===== src/rtl/i2s_sample_rx.sv =====
// i2s_sample_rx
// Upstream front end of the FFT path. Generates the I2S bit clock and word
// select for a single MEMS microphone and deserialises one slot. Each sample
// is presented as a 32-bit complex word: real in [31:16], imaginary zero.
// Everything runs in the clk domain.
//
// Ports:
//   clk           in   system clock (48 MHz nominal)
//   reset         in   asynchronous, active-high reset
//   en            in   run enable; low holds the interface idle
//   sd            in   serial data from the microphone (asynchronous)
//   bclk          out  I2S bit clock (half-period BCLK_DIV clk cycles)
//   ws            out  I2S word select (0 = left slot, 1 = right slot)
//   sample_out    out  {real[15:0], 16'h0000}
//   sample_valid  out  one-clk pulse when sample_out is new
//
// Parameters:
//   BCLK_DIV      bclk half-period in clk cycles (>= 2)
//   SAMPLE_BITS   significant bits per slot (16..24)
//   CHANNEL       captured slot: 0 = left, 1 = right
//
// Build option:
//   I2S_DC_BLOCK_EN  when defined, a first-order DC-removal filter sits
//                    between truncation and the output, adding one clk of
//                    latency. Undefined: the truncated sample goes straight
//                    to the output.

module i2s_sample_rx #(
   parameter int unsigned BCLK_DIV    = 16,
   parameter int unsigned SAMPLE_BITS = 18,
   parameter int unsigned CHANNEL     = 0
) (
   input  logic        clk,
   input  logic        reset,
   input  logic        en,
   input  logic        sd,
   output logic        bclk,
   output logic        ws,
   output logic [31:0] sample_out,
   output logic        sample_valid
);

   localparam int unsigned DIV_W = (BCLK_DIV > 2) ? $clog2(BCLK_DIV) : 1;
   localparam int unsigned TRUNC = SAMPLE_BITS - 16;
   localparam logic [DIV_W-1:0] DIV_LAST = DIV_W'(BCLK_DIV - 1);
   localparam logic [4:0]       POS_LAST = 5'(SAMPLE_BITS);
   localparam logic             SLOT_SEL = 1'(CHANNEL);

   logic                   sd_meta;
   logic                   sd_sync;
   logic [DIV_W-1:0]       div_cnt;
   logic [5:0]             bit_cnt;
   // Holds the first SAMPLE_BITS-1 bits; the final bit joins combinationally
   // on the completing rise event.
   logic [SAMPLE_BITS-2:0] shreg;

   logic                   tick_c;
   logic                   rise_c;
   logic                   fall_c;
   logic                   in_slot_c;
   logic                   capture_c;
   logic                   done_c;
   logic [5:0]             bit_cnt_next_c;
   logic [SAMPLE_BITS-1:0] word_c;
   logic [15:0]            real_c;

   // Two-flop synchroniser for the asynchronous microphone data.
   always_ff @(posedge clk or posedge reset) begin
      if (reset) begin
         sd_meta <= 1'b0;
         sd_sync <= 1'b0;
      end else begin
         sd_meta <= sd;
         sd_sync <= sd_meta;
      end
   end

   // Divider events, slot decode and word assembly.
   always_comb begin
      tick_c         = 1'b0;
      rise_c         = 1'b0;
      fall_c         = 1'b0;
      in_slot_c      = 1'b0;
      capture_c      = 1'b0;
      done_c         = 1'b0;
      bit_cnt_next_c = bit_cnt + 6'd1;
      word_c         = {shreg, sd_sync};
      real_c         = 16'($signed(word_c) >>> TRUNC);

      tick_c    = en && (div_cnt == DIV_LAST);
      rise_c    = tick_c && !bclk;
      fall_c    = tick_c && bclk;
      in_slot_c = (bit_cnt[5] == SLOT_SEL);
      // slot_pos 0 is the I2S one-bit delay; positions past SAMPLE_BITS are padding.
      capture_c = rise_c && in_slot_c &&
                  (bit_cnt[4:0] != 5'd0) && (bit_cnt[4:0] <= POS_LAST);
      done_c    = rise_c && in_slot_c && (bit_cnt[4:0] == POS_LAST);
   end

   // Bit clock, frame counter, word select and shift register.
   always_ff @(posedge clk or posedge reset) begin
      if (reset) begin
         div_cnt <= '0;
         bclk    <= 1'b0;
         bit_cnt <= 6'd0;
         ws      <= 1'b0;
         shreg   <= '0;
      end else if (!en) begin
         div_cnt <= '0;
         bclk    <= 1'b0;
         bit_cnt <= 6'd0;
         ws      <= 1'b0;
         shreg   <= '0;
      end else begin
         div_cnt <= tick_c ? '0 : div_cnt + DIV_W'(1);
         if (tick_c) begin
            bclk <= ~bclk;
         end
         // ws changes with bclk falling so the mic sees it one bit ahead of the MSB.
         if (fall_c) begin
            bit_cnt <= bit_cnt_next_c;
            ws      <= bit_cnt_next_c[5];
         end
         if (capture_c) begin
            shreg <= word_c[SAMPLE_BITS-2:0];
         end
      end
   end

`ifdef I2S_DC_BLOCK_EN

   logic [15:0] x_q;
   logic        x_valid;
   // DC estimate, signed, 10 fractional bits.
   logic [25:0] dc;

   logic [15:0] dc_int_c;
   logic [16:0] diff_c;
   logic [15:0] y_c;
   logic [26:0] err_c;
   logic [16:0] step_c;

   // y = x - (dc >>> 10) saturated; dc += ((x << 10) - dc) >>> 10.
   always_comb begin
      dc_int_c = dc[25:10];
      diff_c   = {x_q[15], x_q} - {dc_int_c[15], dc_int_c};
      y_c      = diff_c[15:0];
      err_c    = {x_q[15], x_q, 10'd0} - {dc[25], dc};
      step_c   = err_c[26:10];

      if (diff_c[16] != diff_c[15]) begin
         y_c = diff_c[16] ? 16'h8000 : 16'h7FFF;
      end
   end

   // Stage 1 latches the truncated sample, stage 2 filters it.
   always_ff @(posedge clk or posedge reset) begin
      if (reset) begin
         x_q          <= 16'h0000;
         x_valid      <= 1'b0;
         dc           <= 26'd0;
         sample_out   <= 32'h0000_0000;
         sample_valid <= 1'b0;
      end else begin
         x_valid      <= done_c;
         sample_valid <= x_valid;
         if (done_c) begin
            x_q <= real_c;
         end
         if (x_valid) begin
            sample_out <= {y_c, 16'h0000};
            dc         <= dc + {{9{step_c[16]}}, step_c};
         end
      end
   end

`else

   // Truncated sample goes straight to the output register.
   always_ff @(posedge clk or posedge reset) begin
      if (reset) begin
         sample_out   <= 32'h0000_0000;
         sample_valid <= 1'b0;
      end else begin
         sample_valid <= done_c;
         if (done_c) begin
            sample_out <= {real_c, 16'h0000};
         end
      end
   end

`endif

endmodule


===== config.mk =====
export PLATFORM = sky130hd
export DESIGN_NAME = i2s_sample_rx
export DESIGN_NICKNAME = d
export VERILOG_FILES = /design/src/rtl/i2s_sample_rx.sv
export SDC_FILE = /design/constraint.sdc
export NUM_CORES = 1
export LEC_CHECK = 0
export ABC_AREA = 1
export CAP_MARGIN = 10
export CORE_ASPECT_RATIO = 0.7
export CORE_MARGIN = 1.5
export CORE_UTILIZATION = 56
export DETAILED_ROUTE_END_ITERATION = 12
export GPL_TIMING_DRIVEN = 0
export PLACE_DENSITY = 0.84
export SYNTH_ARGS = -nofsm -noshare
export SYNTH_HDL_FRONTEND = slang
export SYNTH_SLANG_ARGS = --single-unit

===== constraint.sdc =====
create_clock -name clk -period 4.2 [get_ports clk]
set_input_delay 0.63 -clock clk [delete_from_list [all_inputs] [get_ports clk]]
set_output_delay 0.63 -clock clk [all_outputs]
set_load 0.01 [all_outputs]

==> metrics.yaml, run 1 <==
placed_design:
  dpl.hpwl_um: 2730
  port_buffers: 22
  place.gp.congestion: 0.821
yosys:
  synthDominantCellAreaShare_pct: 52.6
  synth_common_cells: "nand2_1, dfrtp_1, inv_1, nand3_1, buf_4"
  yosysSeqAreaShare_pct: 52.6
  syn_area_per_cell_um2: 8.16
  ys.flop_type: "dfrtp_1"
  yosysTopAreaCell: "dfrtp_1"
  synth.area.top_cells: "dfrtp_1, nand2_1, nand3_1"
  synth_seq_cells: 47
  yosys.cell_types.count: 25
  synth_edf_count: 0
  synthCells: 274
  async_reset_ff_share_pct: 100
  synth.most_common_cell: "nand2_1"
  synth.cell_area_um2: 2230
  yosysWarnings: 0
power:
  switching_share_pct: 25.5
  p_per_area_nw_per_um2: 301
  vdd_ir_drop_max_mv: 0.238
  p_seq_share_pct: 57.7
  power_frac_comb_pct: 9.4
  p_switching_uw: 205
  p_int_uw: 600
  p_clk_share_pct: 32.9
  power_uw: 805
  power_leakage_uw: 0.00157
finish:
  multi_input_area_um2: 843
  final_nets: 327
  diodes: 0
  areaGrowthSynthToFinish_pct: 19.8
  layout.area.seq_um2: 1180
  drive_above_1_share_pct: 12.2
  nFillCells: 296
timing:
  fin_hold_ws_ns: 0.368
  fin_crit_ns: 2.06
  period_share_pct: 48.9
  report.final.slew_viol_count: 0
  clock_skew_ns: 0.0123
  setup_viol: 0
  rsz0062_at_grt: "false"
  finalSetupTns_ns: 0
  hold_viol_final: 0
  timing.fmax_mhz: 486
setup_path:
  crit_path_start_kind: "input pin"
  cp.arrival_ns: 2.26
  cp.depth: 7
  cp-end-kind: "flip-flop"
  critPathKind: "in -> reg"
  crit_buf_inv: 2
  crit_end: "sample_out[31]"
  r2r_end: "shreg[5]"
  required_ns: 4.40
  crit_family: "simple AND/OR/NAND/NOR gates"
  setup.worst_path.start: "en"
  crit_fanout: 10
  cp_cell_sequence: "clkdlybuf4s50_1 -> nand2_1 -> nor3_4 -> nand2_4 -> clkbuf_1 -> nand2_1 -> nand2_1"
  cp_slowest_cell: "clkdlybuf4s50_1"
  r2r_start: "bit_cnt[0]"
  rr_worst_depth: 8
  r2r_setup_slack_ns: 2.37
  cpMostUsedCell: "nand2_1"
  slowest_delay_ns: 0.49
route:
  dr.pass1.iters: 4
  postRouteAntennaNets: 0
  viasPerCell: 4.64
  drt-wirelength-per-cell_um: 10.5
  vias: 1714
  post-route-drc-count: 0
  routed_wl_um: 3870
  drt_iter0_drc: 81
floorplan:
  rows: 18
  start_util_pct: 60.9
  core_um2: 3670
  fp.dieH_um: 55.9
  ios: 39
  dieArea_um2: 4380
  die_x_um: 78.5
cts:
  clkTransAtPathRegs_ns: 0.09
  cts_hold_buf: 0
  h-tree-depth: 2
  tritoncts: "built"
  clockBufferDepth: 2
  cts-resized-gates: 0
  cts.sinks: 47
  clk_latency_ns: 0.31
  cts_made_buffers: 5
  postCtsSetupBuffers: 0
  cts-root-buf: "clkbuf_8"
global_route:
  gr-usage-all-layers_pct: 20.0
  gr-total-overflow: 0
  grt_pass1_wl_um: 6780
  antenna_found_initial: 0
  grt_max_degree: 38
  grt_pass1_vias: 1550
outcome:
  status: "finished, final reports clean"
worst_hold_path:
  hp-class: "reg -> reg"
flow_run:
  drv_cap: 0
per-layer routing:
layer | up-vias | global-route usage [%] | routed length, um
li1 | 897 | - | -
met3 | 7 | 5.08 | 180
met4 | 0 | 9.44 | 72
met1 | 775 | 28.0 | 1910
met2 | 35 | 29.3 | 1710
met5 | - | 0 | 0
power by group through the flow:
stage | clock network [uW] | registers (uW) | logic [uW]
after global routing | 287 | 466 | 88.1
after CTS | 268 | 464 | 76.3
after global placement | 0 | 473 | 72.1
after detailed placement | 0 | 473 | 76.3
final | 265 | 465 | 75.9
after floorplan | 0 | 472 | 59.7
worst min path at each step:
stage | startpoint | endpoint | slack (ns) | cells past startpoint
2_1_floorplan | sd_meta | sd_sync | 0.33 | 0
3_3_place_gp | sd_meta | sd_sync | 0.33 | 0
3_5_place_dp | sd_meta | sd_sync | 0.34 | 0
4_1_cts | sd_meta | sd_sync | 0.36 | 0
5_1_grt | sd_meta | sd_sync | 0.38 | 0
6_report | sd_meta | sd_sync | 0.37 | 0
layout by cell type (no fill, tap or decap), drive strengths merged:
cell / count
nand2: 118
dfrtp: 47
inv: 28
nand3: 26
clkdlybuf4s50: 22
buf: 22
conb: 16
clkbuf: 9
o21ai: 9
nor2: 7
ha: 4
nand4: 3
clkinv: 2
nor3: 1
nand3b: 1
a21oi: 1
xor2: 1
or2: 1
o21bai: 1
metrics by stage:
stage	setup WS, ns	utilization, %	area (um^2)	cells
2_1_floorplan	2.45	-	2290	289
3_3_place_gp	1.59	70.1	2570	361
3_5_place_dp	1.81	70.7	2590	362
4_1_cts	2.14	72.9	2680	369
5_1_grt	1.97	72.9	2680	369
6_report	2.14	72.9	2680	369
sequential cells by signal, indices dropped and copies added, names as in the netlist, 4 cells and up:
register,cells
bit_cnt,5
div_cnt,4
sample_out,16
shreg,17
cells by family after synthesis:
family	share of synthesized area, %
and+or+nand+nor	29.7
buffers and inverters	12.2
DFF	52.6
AOI/OAI and AO/OA	2.74
adders and majority gates	2.24
xor gates and xnor gates	0.392
other	0.168
cell type report:
type / count / area share (%)
clock inverter: 2 / 0.514
clock buffer: 5 / 2.57
buffer: 25 / 6.22
sequential: 47 / 43.9
multi-input combinational: 189 / 31.5
timing repair buffer: 23 / 8.98
inverter: 28 / 3.93
tap: 50 / 2.34
No activity file was read; power rests on OpenSTA's default activity.
==> inputs of run 2 (changes only) <==
Settings changed: CORE_UTILIZATION 56 to 52, PLACE_DENSITY 0.84 to 0.79.
Clock period 4.2 ns to 2.1 ns, I/O delays scaled along.
==> metrics.yaml, run 2 (synthesis gave the netlist of run 1 again) <==
cts:
  clkTransAtPathRegs_ns: 0.09  # about the same
  cts_hold_buf: 0  # unchanged
  cts.sinks: 47  # unchanged
  cts-resized-gates: 0  # unchanged
  cts-root-buf: "clkbuf_8"
  postCtsSetupBuffers: 0  # unchanged
  cts_made_buffers: 5  # unchanged
  clk_latency_ns: 0.31  # about the same
  tritoncts: "built"
  h-tree-depth: 2  # unchanged
  clockBufferDepth: 2  # unchanged
floorplan:
  ios: 39  # unchanged
  rows: 19  # +1
  die_x_um: 81.4  # +3.6%
  core_um2: 4020  # +9.4%
  dieArea_um2: 4710  # +7.3%
  start_util_pct: 55.6  # -5.3 points
  fp.dieH_um: 57.8  # +3.6%
finish:
  max_flop_register: "shreg"
  areaGrowthSynthToFinish_pct: 20.6
  layout.cells.non_filler: 372  # +0.81%
  most-common-layout-cells: "nand2_1, dfrtp_1, nand3_1"
  layout_commonest_cell: "nand2_1"
  top_regs: "shreg: 17 flops, sample_out: 16 flops, bit_cnt: 5 flops"
  drive_above_1_share_pct: 12.5  # +0.27 points
  largest_reg_flops: 17  # unchanged
  final_nets: 327  # unchanged
  final_area_um2: 2700  # +0.70%
  diodes: 0  # unchanged
route:
  vias: 1728  # +0.82%
  routed_wl_um: 4040  # +4.4%
  postRouteAntennaNets: 0  # unchanged
  drt_iter0_drc: 127  # +57%
  drt-wirelength-per-cell_um: 10.9  # +3.6%
  dr.pass1.iters: 4  # unchanged
  post-route-drc-count: 0  # unchanged
  viasPerCell: 4.65  # about the same
timing:
  clock_skew_ns: 0.00753  # -0.00477 ns
  finalSetupTns_ns: 0  # unchanged
  setup_viol: 0  # unchanged
  fin_crit_ns: 1.86
  timing.fmax_mhz: 536
  period_share_pct: 88.8
  report.final.slew_viol_count: 0  # unchanged
  hold_viol_final: 0  # unchanged
  fin_hold_ws_ns: 0.240  # -0.129 ns
  rsz0062_at_grt: "false"
setup_path:
  cp-end-kind: "flip-flop"
  required_ns: 2.30  # -2.10 ns
  crit_fanout: 10  # unchanged
  crit_path_start_kind: "flip-flop"
  rr_worst_depth: 8  # unchanged
  setup.worst_path.start: "bit_cnt[0]"
  critPathKind: "reg -> reg"
  crit_end: "shreg[4]"
  cp.arrival_ns: 2.06  # -0.20 ns
  r2r_setup_slack_ns: 0.24  # -2.13 ns
  r2r_end: "shreg[4]"
  r2r_start: "bit_cnt[0]"
global_route:
  grt_pass1_vias: 1504  # -3.0%
  antenna_found_initial: 0  # unchanged
  gr-total-overflow: 0  # unchanged
  gr-usage-all-layers_pct: 19.4  # -0.63 points
  grt_max_degree: 38  # unchanged
  grt_pass1_wl_um: 6820  # +0.62%
power:
  switching_share_pct: 25.8  # +0.25 points
  power_frac_comb_pct: 9.3  # about the same
  vdd_ir_drop_max_mv: 0.449  # +88%
  power_uw: 1670  # +110%
  p_per_area_nw_per_um2: 620  # +110%
  p_clk_share_pct: 35.2  # +2.3 points
  p_switching_uw: 431  # +110%
  p_int_uw: 1240  # +110%
  p_seq_share_pct: 55.6  # -2.1 points
  power_leakage_uw: 0.00157  # +0.22%
flow_run:
  drv_cap: 0  # unchanged
placed_design:
  port_buffers: 22  # unchanged
  place.gp.congestion: 0.807  # -1.6%
  dp_cells: 364  # +0.55%
  place_area_um2: 2600  # about the same
  dpl.hpwl_um: 2850  # +4.4%
outcome:
  status: "finished, final reports clean"
worst_hold_path:
  hp-class: "in -> async"
run 2: cell count changes in the layout (fill, tap and decap cells not counted):
cell / delta
clkbuf_8: +1
clkinv_2: -1
clkinvlp_4: +1
run 2: layout make-up:
class	instances	area [um^2]
buffer	25	166
clock buffer	6	82.6
clock inverter	2	16.3
fill	334	1320
inverter	28	105
multi-input combinational	189	843
sequential	47	1180
tap	52	65.1
timing repair buffer	23	240
run 2: power groups by stage:
| stage | clock network, uW | registers (uW) | logic, uW |
|---|---|---|---|
| after floorplan | 0 | 944 | 119 |
| after global routing | 645 | 931 | 175 |
| after CTS | 597 | 929 | 155 |
| after detailed placement | 0 | 947 | 155 |
| final | 588 | 929 | 155 |
| after global placement | 0 | 946 | 145 |
run 2: worst max-delay path, stage by stage, from the launching register on:
cell	delay, ns
dfrtp_1	0.43
inv_1	0.15
ha_1	0.19
nor2_1	0.06
o21ai_2	0.35
nand2_2	0.20
buf_2	0.23
nand2_1	0.08
nand2_1	0.06
run 2: metal layers:
metal	track usage, %	share of wire [%]	up-vias
li1	-	-	895
met1	28.5	50	789
met2	27.6	44	39
met3	4.25	4.4	5
met4	8.62	1.1	0
met5	0	0	-
run 2: metrics by stage:
stage | util [%] | setup slack [ns]
6_report | 67.1 | 0.236
5_1_grt | 67.1 | 0.0784
4_1_cts | 67.1 | 0.221
3_5_place_dp | 64.6 | -0.0258
3_3_place_gp | 64.1 | -0.227
2_1_floorplan | - | 0.555
run 2: worst min path at each step:
stage / depth (start not counted) / startpoint / to / slack (ns)
global route: 2 / reset / sample_out[28] / 0.26
detailed placement: 0 / sd_meta / sd_sync / 0.34
CTS: 2 / reset / sample_out[24] / 0.24
floorplan: 0 / sd_meta / sd_sync / 0.33
global placement: 0 / sd_meta / sd_sync / 0.33
finish: 2 / reset / sample_out[22] / 0.24
==> inputs of run 3 (changes only) <==
Settings changed: CELL_PAD_IN_SITES_DETAIL_PLACEMENT from default to 1, CELL_PAD_IN_SITES_GLOBAL_PLACEMENT from default to 1, CORE_UTILIZATION 52 to 38, PLACE_DENSITY 0.79 to default, PLACE_DENSITY_LB_ADDON from default to 0.1.
==> metrics.yaml, run 3 (synthesis gave the netlist of run 1 again) <==
power:
  power_uw: 1630  # -2.7%
  power_leakage_uw: 0.00159  # +0.82%
  vdd_ir_drop_max_mv: 0.264  # -41%
  p_per_area_nw_per_um2: 596  # -3.9%
global_route:
  grt_pass1_wl_um: 7910  # +16%
  gr-usage-all-layers_pct: 16.2  # -3.2 points
  grt_max_degree: 38  # unchanged
  antenna_found_initial: 0  # unchanged
  gr-total-overflow: 0  # unchanged
  grt_pass1_vias: 1670  # +11%
placed_design:
  dpl.hpwl_um: 3240  # +13%
  dp_slack_ns: -0.0810  # -0.0552 ns
  place.gp.congestion: 0.741  # -8.2%
  port_buffers: 22  # unchanged
timing:
  fin_crit_ns: 1.89  # +0.0243 ns
  report.final.slew_viol_count: 0  # unchanged
  setup_viol: 0  # unchanged
  clock_skew_ns: 0.00439  # -0.00314 ns
  timing.fmax_mhz: 530  # -1.3%
  finalWorstSetupSlack_ns: 0.212  # -0.0243 ns
  period_share_pct: 89.9  # +1.2 points
  hold_viol_final: 0  # unchanged
  rsz0062_at_grt: "false"
  fin_hold_ws_ns: 0.254  # +0.0141 ns
finish:
  final_nets: 330  # +0.92%
  layout_commonest_cell: "nand2_1"
  most-common-layout-cells: "nand2_1, dfrtp_1, nand3_1"
  largest_reg_flops: 17  # unchanged
  top_regs: "shreg: 17 flops, sample_out: 16 flops, bit_cnt: 5 flops"
  post-route-util_pct: 47.9  # -19 points
  drive_above_1_share_pct: 13.0  # +0.54 points
  max_flop_register: "shreg"
  areaGrowthSynthToFinish_pct: 22.2
  diodes: 0  # unchanged
route:
  dr.pass1.iters: 4  # unchanged
  post-route-drc-count: 0  # unchanged
  drt_iter0_drc: 70  # -45%
  viasPerCell: 4.40  # -5.3%
  drt-wirelength-per-cell_um: 11.7  # +7.3%
  postRouteAntennaNets: 0  # unchanged
  routed_wl_um: 4630  # +14%
  vias: 1747  # +1.1%
cts:
  clockBufferDepth: 2  # unchanged
  cts-resized-gates: 0  # unchanged
  cts-root-buf: "clkbuf_8"
  cts.sinks: 47  # unchanged
  tritoncts: "built"
  clkTransAtPathRegs_ns: 0.09  # about the same
  clk_latency_ns: 0.30  # about the same
  cts_made_buffers: 5  # unchanged
  h-tree-depth: 2  # unchanged
setup_path:
  critPathKind: "reg -> reg"
  cp_slowest_cell: "dfrtp_1"
  crit_family: "flip-flops"
  setup.worst_path.start: "bit_cnt[0]"
  r2r_setup_slack_ns: 0.21  # -0.02 ns
  cp_cell_sequence: "inv_1 -> ha_1 -> nor2_1 -> o21ai_2 -> nand2_2 -> buf_2 -> nand2_1 -> nand2_1"
  crit_path_start_kind: "flip-flop"
  cp-end-kind: "flip-flop"
  crit_buf_inv: 2  # unchanged
  cpMostUsedCell: "nand2_1"
  r2r_start: "bit_cnt[0]"
  cp.arrival_ns: 2.09  # +0.03 ns
  crit_fanout: 10  # unchanged
  required_ns: 2.30  # about the same
  slowest_delay_ns: 0.44  # about the same
outcome:
  status: "finished, final reports clean"
floorplan:
  die_x_um: 94.7  # +16%
  dieArea_um2: 6360  # +35%
  start_util_pct: 39.2  # -16 points
  rows: 23  # +4
  ios: 39  # unchanged
  fp.dieH_um: 67.2  # +16%
  core_um2: 5700  # +42%
worst_hold_path:
  hp-class: "in -> async"
flow_run:
  drv_cap: 0  # unchanged
-- run 3: layout make-up --
type                            instances  area (um^2)
Buffer                                 25          166
Clock buffer                            5         68.8
Clock inverter                          2         13.8
Fill cell                             725         2970
Inverter                               28          105
Multi-Input combinational cell        189          843
Sequential cell                        47         1180
Tap cell                               75         93.8
Timing Repair Buffer                   26          263
-- run 3: report_power, final --
part	leakage [uW]	internal [uW]	total, uW	switching [uW]
registers	0.000648	917	930	12.4
logic	0.000895	54.9	156	101
clock network	0.0000440	228	542	314
-- run 3: worst register-to-register path: stages, from the launching register on --
cell     delay, ns
dfrtp_1       0.44
inv_1         0.16
ha_1          0.19
nor2_1        0.06
o21ai_2       0.36
nand2_2       0.20
buf_2         0.24
nand2_1       0.09
nand2_1       0.05
-- run 3: what timing repair did --
action | CTS | global route
setup buffers | 0 | 3
endpoints found under the setup margin | 0 | 10
hold buffers | 0 | 0
-- run 3: path summary, 6_finish.rpt --
check | endpoint | cells after the start
worst max-delay path | shreg[9] | 8
worst min-delay path | sample_out[30] | 2
worst max register to register | shreg[9] | 8
worst min register to register | sd_sync | 0
max in group asynchronous | sd_meta | 3
min in group clk | sd_sync | 0
-- run 3: metrics by stage --
stage | instances | TNS, ns | cell area [um^2]
finish | 397 | 0 | 2730
global route | 397 | 0 | 2730
CTS | 394 | 0 | 2710
detailed placement | 387 | -0.907 | 2630
global placement | 386 | -17.32 | 2610
floorplan | 289 | 0 | 2290
-- run 3: per-layer routing --
layer / up-vias / GRT usage [%] / share of wire (%)
li1: 901 / - / -
met1: 810 / 22.8 / 53
met2: 31 / 24.2 / 43
met3: 5 / 4.39 / 3.8
met4: 0 / 5.60 / 1.0
met5: - / 0 / 0
